**src/rtl/bitwise_if.sv**
```systemverilog
// Operand/result handshake bundle for bitwise_pipe.
// Flag signals zr/ng exist only when BITWISE_FLAGS_EN is defined.
interface bitwise_if #(
    parameter int WIDTH = 16
);
    logic             in_valid;
    logic             in_ready;
    logic [2:0]       op;
    logic [WIDTH-1:0] a;
    logic [WIDTH-1:0] b;
    logic             out_valid;
    logic             out_ready;
    logic [WIDTH-1:0] out;
`ifdef BITWISE_FLAGS_EN
    logic             zr;
    logic             ng;

    modport master (
        output in_valid, op, a, b, out_ready,
        input  in_ready, out_valid, out, zr, ng
    );
    modport slave (
        input  in_valid, op, a, b, out_ready,
        output in_ready, out_valid, out, zr, ng
    );
`else
    modport master (
        output in_valid, op, a, b, out_ready,
        input  in_ready, out_valid, out
    );
    modport slave (
        input  in_valid, op, a, b, out_ready,
        output in_ready, out_valid, out
    );
`endif
endinterface

```
**src/rtl/bitwise_pipe.sv**
```systemverilog
// WIDTH-bit bitwise logic unit feeding a DEPTH-entry output FIFO with a delivered-result counter.
// Optional macro BITWISE_FLAGS_EN adds per-entry zero (zr) and negative (ng) flags.
module bitwise_pipe #(
    parameter int WIDTH = 16,
    parameter int DEPTH = 2,
    parameter int CNT_W = 16
) (
    input  logic             clk,
    input  logic             rst_n,
    bitwise_if.slave         bus,
    output logic [CNT_W-1:0] done_cnt
);
    localparam int PW = (DEPTH > 1) ? $clog2(DEPTH) : 1;
    localparam int CW = $clog2(DEPTH + 1);
    localparam logic [CW-1:0] FULL = CW'(DEPTH);

    logic [WIDTH-1:0] mem_data [DEPTH];
    logic [WIDTH-1:0] last_data;
    logic [WIDTH-1:0] result;
    logic [PW-1:0]    wr_ptr;
    logic [PW-1:0]    rd_ptr;
    logic [CW-1:0]    count;
    logic             push;
    logic             pop;

    always_comb begin
        result = '0;
        unique case (bus.op)
            3'b000: result = ~bus.a;
            3'b001: result = bus.a & bus.b;
            3'b010: result = bus.a | bus.b;
            3'b011: result = bus.a ^ bus.b;
            3'b100: result = ~(bus.a & bus.b);
            3'b101: result = ~(bus.a | bus.b);
            3'b110: result = ~(bus.a ^ bus.b);
            3'b111: result = bus.a;
            default: result = '0;
        endcase
    end

    // in_ready depends on registered count only, so a full FIFO refuses a push even during a pop
    assign bus.in_ready  = (count != FULL);
    assign bus.out_valid = (count != '0);
    assign push          = bus.in_valid & bus.in_ready;
    assign pop           = bus.out_valid & bus.out_ready;

    // last_data holds the most recently delivered result so out is stable while empty
    assign bus.out = bus.out_valid ? mem_data[rd_ptr] : last_data;

    always_ff @(posedge clk) begin
        if (push) begin
            mem_data[wr_ptr] <= result;
        end
    end

    always_ff @(posedge clk) begin
        if (!rst_n) begin
            wr_ptr    <= '0;
            rd_ptr    <= '0;
            count     <= '0;
            last_data <= '0;
            done_cnt  <= '0;
        end else begin
            if (push) begin
                wr_ptr <= wr_ptr + 1'b1;
            end
            if (pop) begin
                last_data <= mem_data[rd_ptr];
                rd_ptr    <= rd_ptr + 1'b1;
                done_cnt  <= done_cnt + 1'b1;
            end
            case ({push, pop})
                2'b10:   count <= count + 1'b1;
                2'b01:   count <= count - 1'b1;
                default: count <= count;
            endcase
        end
    end

`ifdef BITWISE_FLAGS_EN
    logic mem_zr [DEPTH];
    logic mem_ng [DEPTH];
    logic last_zr;
    logic last_ng;

    always_ff @(posedge clk) begin
        if (push) begin
            mem_zr[wr_ptr] <= (result == '0);
            mem_ng[wr_ptr] <= result[WIDTH-1];
        end
    end

    always_ff @(posedge clk) begin
        if (!rst_n) begin
            last_zr <= 1'b1;
            last_ng <= 1'b0;
        end else if (pop) begin
            last_zr <= mem_zr[rd_ptr];
            last_ng <= mem_ng[rd_ptr];
        end
    end

    assign bus.zr = bus.out_valid ? mem_zr[rd_ptr] : last_zr;
    assign bus.ng = bus.out_valid ? mem_ng[rd_ptr] : last_ng;
`endif
endmodule

```
**src/flat_wrapper.sv**
```systemverilog
// flat-port wrapper written by rule: the top's interface ports become plain ports
module bitwise_pipe_flat 
#(
    parameter int WIDTH = 16,
    parameter int DEPTH = 2,
    parameter int CNT_W = 16
)
  (clk, rst_n, done_cnt, bus_in_valid, bus_op, bus_a, bus_b, bus_out_ready, bus_in_ready, bus_out_valid, bus_out);
  bitwise_if #(.WIDTH(WIDTH)) bus_i ();
  input  logic clk;
  input  logic rst_n;
  output logic [CNT_W-1:0] done_cnt;
  input wire logic [$bits(bus_i.in_valid)-1:0] bus_in_valid;
  input wire logic [$bits(bus_i.op)-1:0] bus_op;
  input wire logic [$bits(bus_i.a)-1:0] bus_a;
  input wire logic [$bits(bus_i.b)-1:0] bus_b;
  input wire logic [$bits(bus_i.out_ready)-1:0] bus_out_ready;
  output wire logic [$bits(bus_i.in_ready)-1:0] bus_in_ready;
  output wire logic [$bits(bus_i.out_valid)-1:0] bus_out_valid;
  output wire logic [$bits(bus_i.out)-1:0] bus_out;
  assign bus_i.in_valid = bus_in_valid;
  assign bus_i.op = bus_op;
  assign bus_i.a = bus_a;
  assign bus_i.b = bus_b;
  assign bus_i.out_ready = bus_out_ready;
  assign bus_in_ready = bus_i.in_ready;
  assign bus_out_valid = bus_i.out_valid;
  assign bus_out = bus_i.out;
  bitwise_pipe #(.WIDTH(WIDTH), .DEPTH(DEPTH), .CNT_W(CNT_W)) u_core (.clk(clk), .rst_n(rst_n), .bus(bus_i), .done_cnt(done_cnt));
endmodule
```
**config.mk**
```make
export PLATFORM = sky130hd
export DESIGN_NAME = bitwise_pipe_flat
export DESIGN_NICKNAME = d
export VERILOG_FILES = /design/src/rtl/bitwise_if.sv /design/src/rtl/bitwise_pipe.sv /design/src/flat_wrapper.sv
export SDC_FILE = /design/constraint.sdc
export NUM_CORES = 1
export LEC_CHECK = 0
export BUFFER_PORTS_ARGS = -buffer_cell sky130_fd_sc_hd__buf_2
export CORE_MARGIN = 1.5
export CORE_UTILIZATION = 27
export DETAILED_ROUTE_END_ITERATION = 12
export PLACE_DENSITY_LB_ADDON = 0.05
export SYNTH_ARGS = -nofsm -noshare
export SYNTH_HDL_FRONTEND = slang
export SYNTH_SLANG_ARGS = --single-unit
```
**constraint.sdc**
```tcl
create_clock -name clk -period 2.2 [get_ports clk]
set_clock_uncertainty 0.15 [all_clocks]
set_input_delay 0.11 -clock clk [delete_from_list [all_inputs] [get_ports clk]]
set_output_delay 0.11 -clock clk [all_outputs]
set_load 0.005 [all_outputs]
```
==> results.json, run 1 <==
{
  "fin_hold_ws_ns": 0.01472,
  "ant_nets": 0,
  "tritoncts": "built",
  "syn_area_um2": 4557,
  "max_slew_margin_pct": 63.50,
  "synth-main-ff-cell": "dfxtp_1",
  "path_cells": "buf_12 > mux2i_1 > a21oi_1 > buf_2",
  "yosysSeqAreaShare_pct": 37.34,
  "async_reset_ff_share_pct": 0,
  "critPathTopFamily": "flip-flops",
  "grt_max_degree": 38,
  "max_cap_violations": 0,
  "synth_warnings": 0,
  "status": "finished, final reports clean",
  "hp-start": "bus_a[0]",
  "drtIter0Drc": 137,
  "design_area_um2": 5474,
  "synth.distinct_cells": 52,
  "start_util_pct": 27.58,
  "place.gp.congestion": 0.7807,
  "diodes": 0,
  "postSynthAreaPerCell_um2": 9.454,
  "synth_edf_count": 32,
  "dr.max_layer_used": "met4",
  "viasPerCell": 4.796,
  "ir_drop_v": 0.0004552,
  "setup_slack_ns": 0.2797,
  "max_freq_mhz": 520.8,
  "leakagePower_nw": 2.254,
  "worstReg2RegStart": "u_core.count[0]",
  "cp_slowest_cell": "dfxtp_2",
  "wl_met1_mm": 5.788,
  "tightest_slew_ns": 0.5463,
  "grt_overflow": 0,
  "route.met3.wl_um": 430,
  "dr_wl_met2_mm": 4.804,
  "cp_data_required_time_ns": 1.94,
  "critPathBufInv": 2,
  "remaining_drc_errors": 0,
  "clock_path_buffers": 2,
  "finalCritPeriodShare_pct": 87.29,
  "hold_viol": 0,
  "firstDrtPassIters": 4,
  "vias": 3722,
  "syn_inst": 482,
  "synth-seq-cells": 69,
  "clkSinkCount": 69,
  "crit_path_end_kind": "output pin",
  "critical_path_arrival_ns": 1.66,
  "path_max_fanout": 10,
  "clock-root-buffer": "clkbuf_16",
  "layout_min_cycle_time_ns": 1.920,
  "dpl_cell_area_um2": 5149,
  "die_x_um": 132.9,
  "clk_pin_slew_ns": 0.06,
  "nets": 624,
  "slowest_delay_ns": 0.48,
  "hpwlAfterDp_mm": 8.107,
  "worstSetupPathType": "flop to output pin",
  "cts_made_buffers": 9,
  "drive_above_1_share_pct": 21.58,
  "rsz0062_at_grt": "false",
  "syn_to_final_growth_pct": 20.13,
  "grt_use_total_pct": 12.92,
  "grt_antenna_before_repair": 0,
  "rows": 47,
  "ios": 73,
  "first_global_vias": 3457,
  "setup_viol": 0,
  "portBuffers": 72,
  "pwr_density_cell_nw_per_um2": 917.8,
  "core_um2": 16520,
  "die_area_um2": 17670,
  "final_max_slew_viol_count": 0,
  "hold_path_class": "primary input to flop",
  "synth_nets": 555,
  "wire_per_inst_um": 14.34,
  "start_kind": "flop",
  "finalWirelength_mm": 11.13,
  "grt_pass1_wl_mm": 18.22,
  "tns_ns": 0,
  "cts.htree.levels": 3,
  "clk_latency_ns": 0.33,
  "die_y_um": 132.9,
  "pre_cts_ws_ns": 0.2355
}
## routing by layer
metal,global-route usage [%],up-vias
li1,-,1895
met4,3.846,0
met2,19.82,88
met5,0,-
met1,18.43,1733
met3,2.375,6
## synth_stat cells, types with 2 or more instances
cell type,number,area share [%]
inv_1,37,3.0
nor3_1,7,0.77
a21oi_1,45,4.9
nor2b_1,3,0.41
nand4_1,4,0.55
clkbuf_1,11,0.91
a221oi_1,3,0.58
buf_6,4,0.99
or3_1,6,0.82
o22ai_1,9,1.2
ha_1,34,9.3
buf_2,14,1.5
nor2_1,65,5.4
dfxtp_1,37,16
nand2_1,11,0.91
a21boi_1,2,0.33
nor4_1,4,0.55
o211ai_1,3,0.49
a2bb2oi_1,2,0.38
buf_4,5,0.82
nand2b_1,4,0.55
nor3_2,2,0.44
a22oi_1,6,0.99
a211o_1,4,0.77
a221o_1,4,0.88
nand3_1,7,0.77
a211oi_1,21,3.5
xor2_1,4,0.77
mux2i_1,28,6.2
xnor2_1,10,1.9
mux2_4,4,1.3
a222oi_1,2,0.44
o21ai_1,10,1.1
mux2_1,6,1.5
edfxtp_1,32,21
a32oi_1,5,0.96
inv_2,3,0.25
o21ai_0,4,0.44
mux4_2,7,3.5
## layout by cell type (no fill, tap or decap), types with 5 or more instances in the layout
cell type,n
a211oi_1,21
a21oi_1,45
a22oi_1,6
a32oi_1,5
buf_2,72
buf_4,12
clkbuf_16,9
dfxtp_1,36
dlygate4sd3_1,5
edfxtp_1,32
ha_1,34
inv_1,37
mux2_1,6
mux2i_1,28
mux4_2,7
nand2_1,11
nand3_1,7
nor2_1,65
nor3_1,7
o21ai_1,10
o22ai_1,9
or3_1,6
xnor2_1,10
## through the flow
stage	util (%)	instances	total power, mW
floorplan	-	482	3.038
global placement	31.16	755	3.714
detailed placement	31.16	755	3.729
CTS	33.12	776	5.114
global route	33.13	776	5.422
finish	33.13	776	5.024
## worst register-to-register path, cell delays in order (launching register included)
cell and delay [ns]:
dfxtp_1 0.37, o21ai_2 0.35, inv_2 0.07, ha_1 0.33
or3_1 0.38, a21oi_1 0.14
## flip-flops by register name (all words and copies together), names as in the netlist, named ones only
signal,cells
u_core.mem_data,32
u_core.done_cnt,16
u_core.last_data,16
u_core.count,2
u_core.rd_ptr,1
u_core.wr_ptr,1
## power breakdown
group          leakage, nW  total, mW  switching (mW)  internal (mW)
Sequential           0.601       1.77           0.144           1.63
Clock                0.137       1.34           0.515          0.822
Combinational         1.52       1.91            1.09          0.819
Total                 2.25       5.02            1.75           3.27
## path summary, 6_finish.rpt
path	end	slack (ns)	cells past startpoint
worst min register to register	u_core.done_cnt[13]	0.34	2
worst max-delay path	bus_out[10]	0.28	4
worst max register to register	u_core.count[1]	0.35	5
worst min-delay path	u_core.mem_data[0][0]	0.01	2
## logic make-up after synthesis
family	after synthesis	share of synthesized area [%]
DFF	69	37.34
xor gates and xnor gates	14	2.691
adders and majority gates	34	9.336
buffers and inverters	75	7.633
and+or+nand+nor	116	11.56
AOI/OAI and AO/OA	129	19.03
muxes	45	12.41
## area by class of cell
| class | instances | area (um2) |
|---|---|---|
| fill | 1702 | 11050 |
| multi-input combinational | 338 | 2507 |
| sequential | 69 | 1703 |
| timing repair buffer | 92 | 560.5 |
| tap | 220 | 275.3 |
| clock buffer | 14 | 264.0 |
| inverter | 41 | 153.9 |
| clock inverter | 2 | 10.01 |
## what timing repair did
item                       in CTS  in global routing
gates resized for setup         0                  1
hold buffers                    5                  0
setup endpoints to repair       0                  1
hold endpoints to repair       14                  0
buffers inserted                0                  0
(Power assumes the default switching activity.)
==> inputs of run 2 (changes only) <==
--- a/config.mk
+++ b/config.mk
@@ -6,6 +6,8 @@
 export NUM_CORES = 1
 export LEC_CHECK = 0
 export BUFFER_PORTS_ARGS = -buffer_cell sky130_fd_sc_hd__buf_2
+export CELL_PAD_IN_SITES_DETAIL_PLACEMENT = 0
+export CELL_PAD_IN_SITES_GLOBAL_PLACEMENT = 2
 export CORE_MARGIN = 1.5
 export CORE_UTILIZATION = 27
 export DETAILED_ROUTE_END_ITERATION = 12
==> run 2 against run 1 <==
Against the previous run: hold slack worse by 0.0049 ns; utilization shrank 0.068 points; fmax about the same; critical path depth is 1 higher; worst setup slack is essentially flat; combinational power about the same; non-clock buffer count is 1 higher; cell count stayed put; clock-buffer cell count rose by 1.
==> results.json, run 2 (same netlist as run 1, synthesis figures left out) <==
{
  "diodes": 0,
  "firstDrtPassIters": 4,
  "critical_path_arrival_ns": 1.66,
  "clock-root-buffer": "clkbuf_16",
  "drtIter0Drc": 246,
  "dpl_cell_area_um2": 5164,
  "pwr_density_cell_nw_per_um2": 903.7,
  "tns_ns": 0,
  "rows": 47,
  "critPathBufInv": 2,
  "max_freq_mhz": 520.6,
  "hpwlAfterDp_mm": 7.950,
  "crit_start": "u_core.count[0]",
  "tightest_slew_ns": 0.5557,
  "clock_path_buffers": 2,
  "cts.htree.levels": 3,
  "ios": 73,
  "top_regs": "u_core.mem_data x32, u_core.done_cnt x16, u_core.last_data x16",
  "drive_above_1_share_pct": 21.40,
  "nets": 625,
  "wire_per_inst_um": 14.06,
  "die_area_um2": 17670,
  "grt_use_total_pct": 12.80,
  "max_slew_margin_pct": 62.88,
  "viasPerCell": 4.729,
  "clkSinkCount": 69,
  "path_cells": "or2_1 > buf_4 > nor2_1 > a21oi_1 > buf_2",
  "ir_drop_v": 0.0003806,
  "largest_reg_flops": 32,
  "grt_antenna_before_repair": 0,
  "finalCritPeriodShare_pct": 87.31,
  "tritoncts": "built",
  "hold_path_class": "primary input to flop",
  "vias": 3670,
  "die_y_um": 132.9,
  "die_x_um": 132.9,
  "slowest_delay_ns": 0.46,
  "clk_pin_slew_ns": 0.05,
  "cp_slowest_cell": "dfxtp_1",
  "start_util_pct": 27.58,
  "first_global_vias": 3476,
  "start_kind": "flop",
  "setup_slack_ns": 0.2792,
  "layout_min_cycle_time_ns": 1.921,
  "hold_viol": 0,
  "path_max_fanout": 33,
  "fin_hold_ws_ns": 0.009793,
  "worstSetupPathType": "flop to output pin",
  "clk_latency_ns": 0.33,
  "grt_overflow": 0,
  "grt_max_degree": 46,
  "max_cap_violations": 0,
  "pre_cts_ws_ns": 0.2502,
  "ant_nets": 0,
  "mostFrequentLayoutCells": "72 x buf_2, 65 x nor2_1, 45 x a21oi_1, 37 x inv_1, 36 x dfxtp_1",
  "critPathTopFamily": "flip-flops",
  "core_um2": 16520,
  "place.gp.congestion": 0.7047,
  "final_max_slew_viol_count": 0,
  "final_common_cell": "buf_2",
  "rsz0062_at_grt": "false",
  "status": "finished, final reports clean",
  "worstReg2RegStart": "u_core.count[0]",
  "post-route-util_pct": 33.06,
  "finalWirelength_mm": 10.91,
  "max_flop_register": "u_core.mem_data",
  "crit_path_end_kind": "output pin",
  "hp-start": "bus_a[15]",
  "cts_made_buffers": 9,
  "design_area_um2": 5463,
  "grt_pass1_wl_mm": 18.01,
  "portBuffers": 72,
  "cp_data_required_time_ns": 1.94,
  "syn_to_final_growth_pct": 19.88,
  "fill_cells": 1712,
  "setup_viol": 0,
  "remaining_drc_errors": 0,
  "leakagePower_nw": 2.250
}
==> run 2: changes by cell type in the layout (fill, tap and decap cells not counted) <==
cell / delta
clkbuf_8: -1
clkinv_2: -2
dlygate4sd3_1: -1
clkbuf_1: +2
buf_4: +2
==> run 2: worst register-to-register path: stages (launching register included) <==
cell and delay (ns):
dfxtp_1 0.37, o21ai_2 0.37, inv_2 0.07, ha_1 0.34
or3_1 0.37, a21oi_1 0.14
==> run 2: final cells by class <==
type                            instances  area (um2)  area share, %
Tap cell                              220       275.3          5.039
Timing Repair Buffer                   93       565.5          10.35
Sequential cell                        69        1703          31.17
Multi-Input combinational cell        338        2507          45.90
Clock buffer                           15       257.7          4.718
Inverter                               41       153.9          2.817
==> run 2: stage by stage <==
step	cells	power, mW
6_report	776	4.936
4_1_cts	776	5.033
5_1_grt	776	5.329
3_5_place_dp	757	3.722
2_1_floorplan	482	3.038
3_3_place_gp	757	3.707
==> run 2: path summary, 6_finish.rpt <==
kind	endpoint	slack [ns]	depth (start not counted)
worst max-delay path	bus_out[15]	0.28	5
worst min-delay path	u_core.mem_data[0][15]	0.01	2
worst max register to register	u_core.count[1]	0.32	5
worst min register to register	u_core.done_cnt[13]	0.34	2
==> run 2: timing repair <==
item                       CTS  global route
hold buffers                 4             0
setup endpoints to repair    0             1
resized for setup            0             1
setup buffers                0             0
hold endpoints to repair     7             0
==> run 2: power by group <==
part,switching (mW),internal [mW]
Sequential,0.141,1.63
Combinational,1.08,0.812
Clock,0.486,0.788
Total,1.71,3.23
==> run 2: layer usage <==
| layer | part of all wire (%) | GRT usage, % |
|---|---|---|
| met5 | 0 | 0 |
| met4 | 1.4 | 4.212 |
| met3 | 3.2 | 2.490 |
| met2 | 43 | 19.53 |
| met1 | 52 | 18.09 |
==> inputs of run 3 (changes only) <==
--- a/config.mk
+++ b/config.mk
@@ -8,7 +8,6 @@
 export BUFFER_PORTS_ARGS = -buffer_cell sky130_fd_sc_hd__buf_2
 export CELL_PAD_IN_SITES_DETAIL_PLACEMENT = 0
 export CELL_PAD_IN_SITES_GLOBAL_PLACEMENT = 2
-export CORE_MARGIN = 1.5
 export CORE_UTILIZATION = 27
 export DETAILED_ROUTE_END_ITERATION = 12
 export PLACE_DENSITY_LB_ADDON = 0.05
==> run 3 against run 2 <==
Against the previous run: global-route usage rose by 0.49 points; hold slack better by 0.0026 ns; power rose by 4.8%; sequential cell count stayed put; fmax shrank 6.7%; clock-buffer cell count decreased by 6; first-iteration DRC count down 32%; via count rose by 0.44%; clock power rose by 20%; critical path type unchanged; largest cell class unchanged.
==> results.json, run 3 (same netlist as run 1, synthesis figures left out) <==
{
  "cts.htree.levels": 3,
  "max_freq_mhz": 486.0,
  "busiest_layer": "met2",
  "ios": 73,
  "setup_viol": 0,
  "leakagePower_nw": 2.258,
  "cts_resized": 0,
  "place.gp.congestion": 0.7317,
  "dp_cells": 756,
  "clkSinkCount": 69,
  "fill_cells": 1730,
  "p_total_mw": 5.172,
  "clock_path_buffers": 2,
  "mostFrequentLayoutCells": "72 x buf_2, 65 x nor2_1, 45 x a21oi_1, 37 x inv_1, 37 x dfxtp_1",
  "start_kind": "flop",
  "whs_path_depth": 2,
  "grt_max_degree": 53,
  "status": "finished, final reports clean",
  "critPathBufInv": 2,
  "grt_pass1_wl_mm": 18.56,
  "ir_drop_v": 0.0003127,
  "grt_use_total_pct": 13.29,
  "postCtsSetupRepairBufs": 0,
  "core_um2": 16520,
  "hold_path_class": "primary input to flop",
  "pre_cts_ws_ns": 0.2443,
  "fin_cells": 775,
  "final_max_slew_viol_count": 0,
  "timing.reg2reg.setup_slack_ns": 0.28,
  "wire_per_inst_um": 14.42,
  "holdPathEnd": "u_core.mem_data[0][10]",
  "path_cells": "buf_4 > mux2i_1 > a21oi_1 > buf_2",
  "cp_slowest_cell": "dfxtp_1",
  "ant_nets": 0,
  "hpwlAfterDp_mm": 8.171,
  "max_cap_violations": 0,
  "met2_usage_pct": 20.66,
  "finalCritPeriodShare_pct": 93.53,
  "critical_path_arrival_ns": 1.80,
  "die_y_um": 131.9,
  "syn_to_final_growth_pct": 20.18,
  "r2r_end": "u_core.count[1]",
  "largest_reg_flops": 32,
  "use_met1_pct": 18.50,
  "worstSetupPathType": "flop to output pin",
  "max_slew_margin_pct": 56.65,
  "pwr_density_cell_nw_per_um2": 944.3,
  "grt_antenna_before_repair": 0,
  "first_global_vias": 3527,
  "clk_pin_slew_ns": 0.06,
  "tns_ns": 0,
  "worstReg2RegStart": "u_core.count[0]",
  "die_area_um2": 17400,
  "reg2regPathDepth": 5,
  "viasPerCell": 4.756,
  "start_util_pct": 27.58,
  "cts_made_buffers": 9,
  "rows": 47,
  "rsz0062_at_grt": "false",
  "drive_above_1_share_pct": 22.16,
  "cp_data_required_time_ns": 1.94,
  "drtIter0Drc": 168,
  "clock-root-buffer": "clkbuf_16",
  "grt_overflow": 0,
  "remaining_drc_errors": 0,
  "layout_min_cycle_time_ns": 2.058,
  "max_flop_register": "u_core.mem_data",
  "vias": 3686,
  "nets": 623,
  "portBuffers": 72,
  "clk_latency_ns": 0.33,
  "tightest_slew_ns": 0.6489,
  "firstDrtPassIters": 4,
  "diodes": 0,
  "slowest_delay_ns": 0.52,
  "top_regs": "u_core.mem_data x32, u_core.done_cnt x16, u_core.last_data x16",
  "tritoncts": "built",
  "use_met3_pct": 2.422,
  "critPathTopFamily": "flip-flops",
  "path_max_fanout": 11,
  "setup_slack_ns": 0.1422,
  "crit_path_end_kind": "output pin",
  "final_common_cell": "buf_2",
  "finalWirelength_mm": 11.18,
  "hold_viol": 0,
  "hp-start": "bus_a[10]",
  "die_x_um": 131.9
}
## run 3: cell types whose count changed in the layout (fill, tap and decap cells not counted), moves of 2 or more
cell | before | now
clkbuf_1 | 5 | 0
clkinv_2 | 0 | 3
buf_12 | 3 | 1
bufinv_16 | 0 | 2
clkinvlp_4 | 0 | 2
## run 3: timing repair
item                       in CTS  in global routing
hold endpoints to repair        5                  0
hold buffers                    3                  0
setup endpoints to repair       0                  0
## run 3: worst max-delay path by stage
stage | end | slack, ns | cells after the start
2_1_floorplan | u_core.count[1] | 0.16 | 7
3_3_place_gp | u_core.mem_data[0][12] | 0.27 | 3
3_5_place_dp | u_core.mem_data[0][12] | 0.24 | 3
4_1_cts | bus_out[2] | 0.12 | 4
5_1_grt | bus_out[3] | 0.03 | 4
6_report | bus_out[3] | 0.14 | 4
## run 3: layer usage
layer	part of all wire (%)	vias up
met5	0	-
met4	0.67	0
met3	2.9	7
met2	44	62
met1	52	1713
li1	-	1904
## run 3: area by class of cell
class                           instances  area (um2)  share of cell area [%]
Multi-Input combinational cell        338        2507                   45.78
Timing Repair Buffer                   91       523.0                   9.550
Clock inverter                          7       90.09                   1.645
Clock buffer                            9       225.2                   4.112
Sequential cell                        69        1702                   31.07
Tap cell                              220       275.3                   5.026
Inverter                               41       153.9                   2.810
## run 3: report_power, final
part / leakage, nW / total, mW / internal (mW) / switching [mW]
clock network: 0.151 / 1.52 / 0.985 / 0.535
registers: 0.600 / 1.76 / 1.63 / 0.136
logic: 1.51 / 1.89 / 0.798 / 1.09
total: 2.26 / 5.17 / 3.41 / 1.76
## run 3: per-stage QoR
stage | cell area (um2) | util, % | hold WS, ns
after CTS | 5477 | 33.14 | 0.002415
after detailed placement | 5131 | 31.05 | 0.2583
after floorplan | 4557 | - | 0.1097
after global routing | 5477 | 33.14 | 0.02410
after global placement | 5131 | 31.05 | 0.2414
final | 5477 | 33.14 | 0.01242
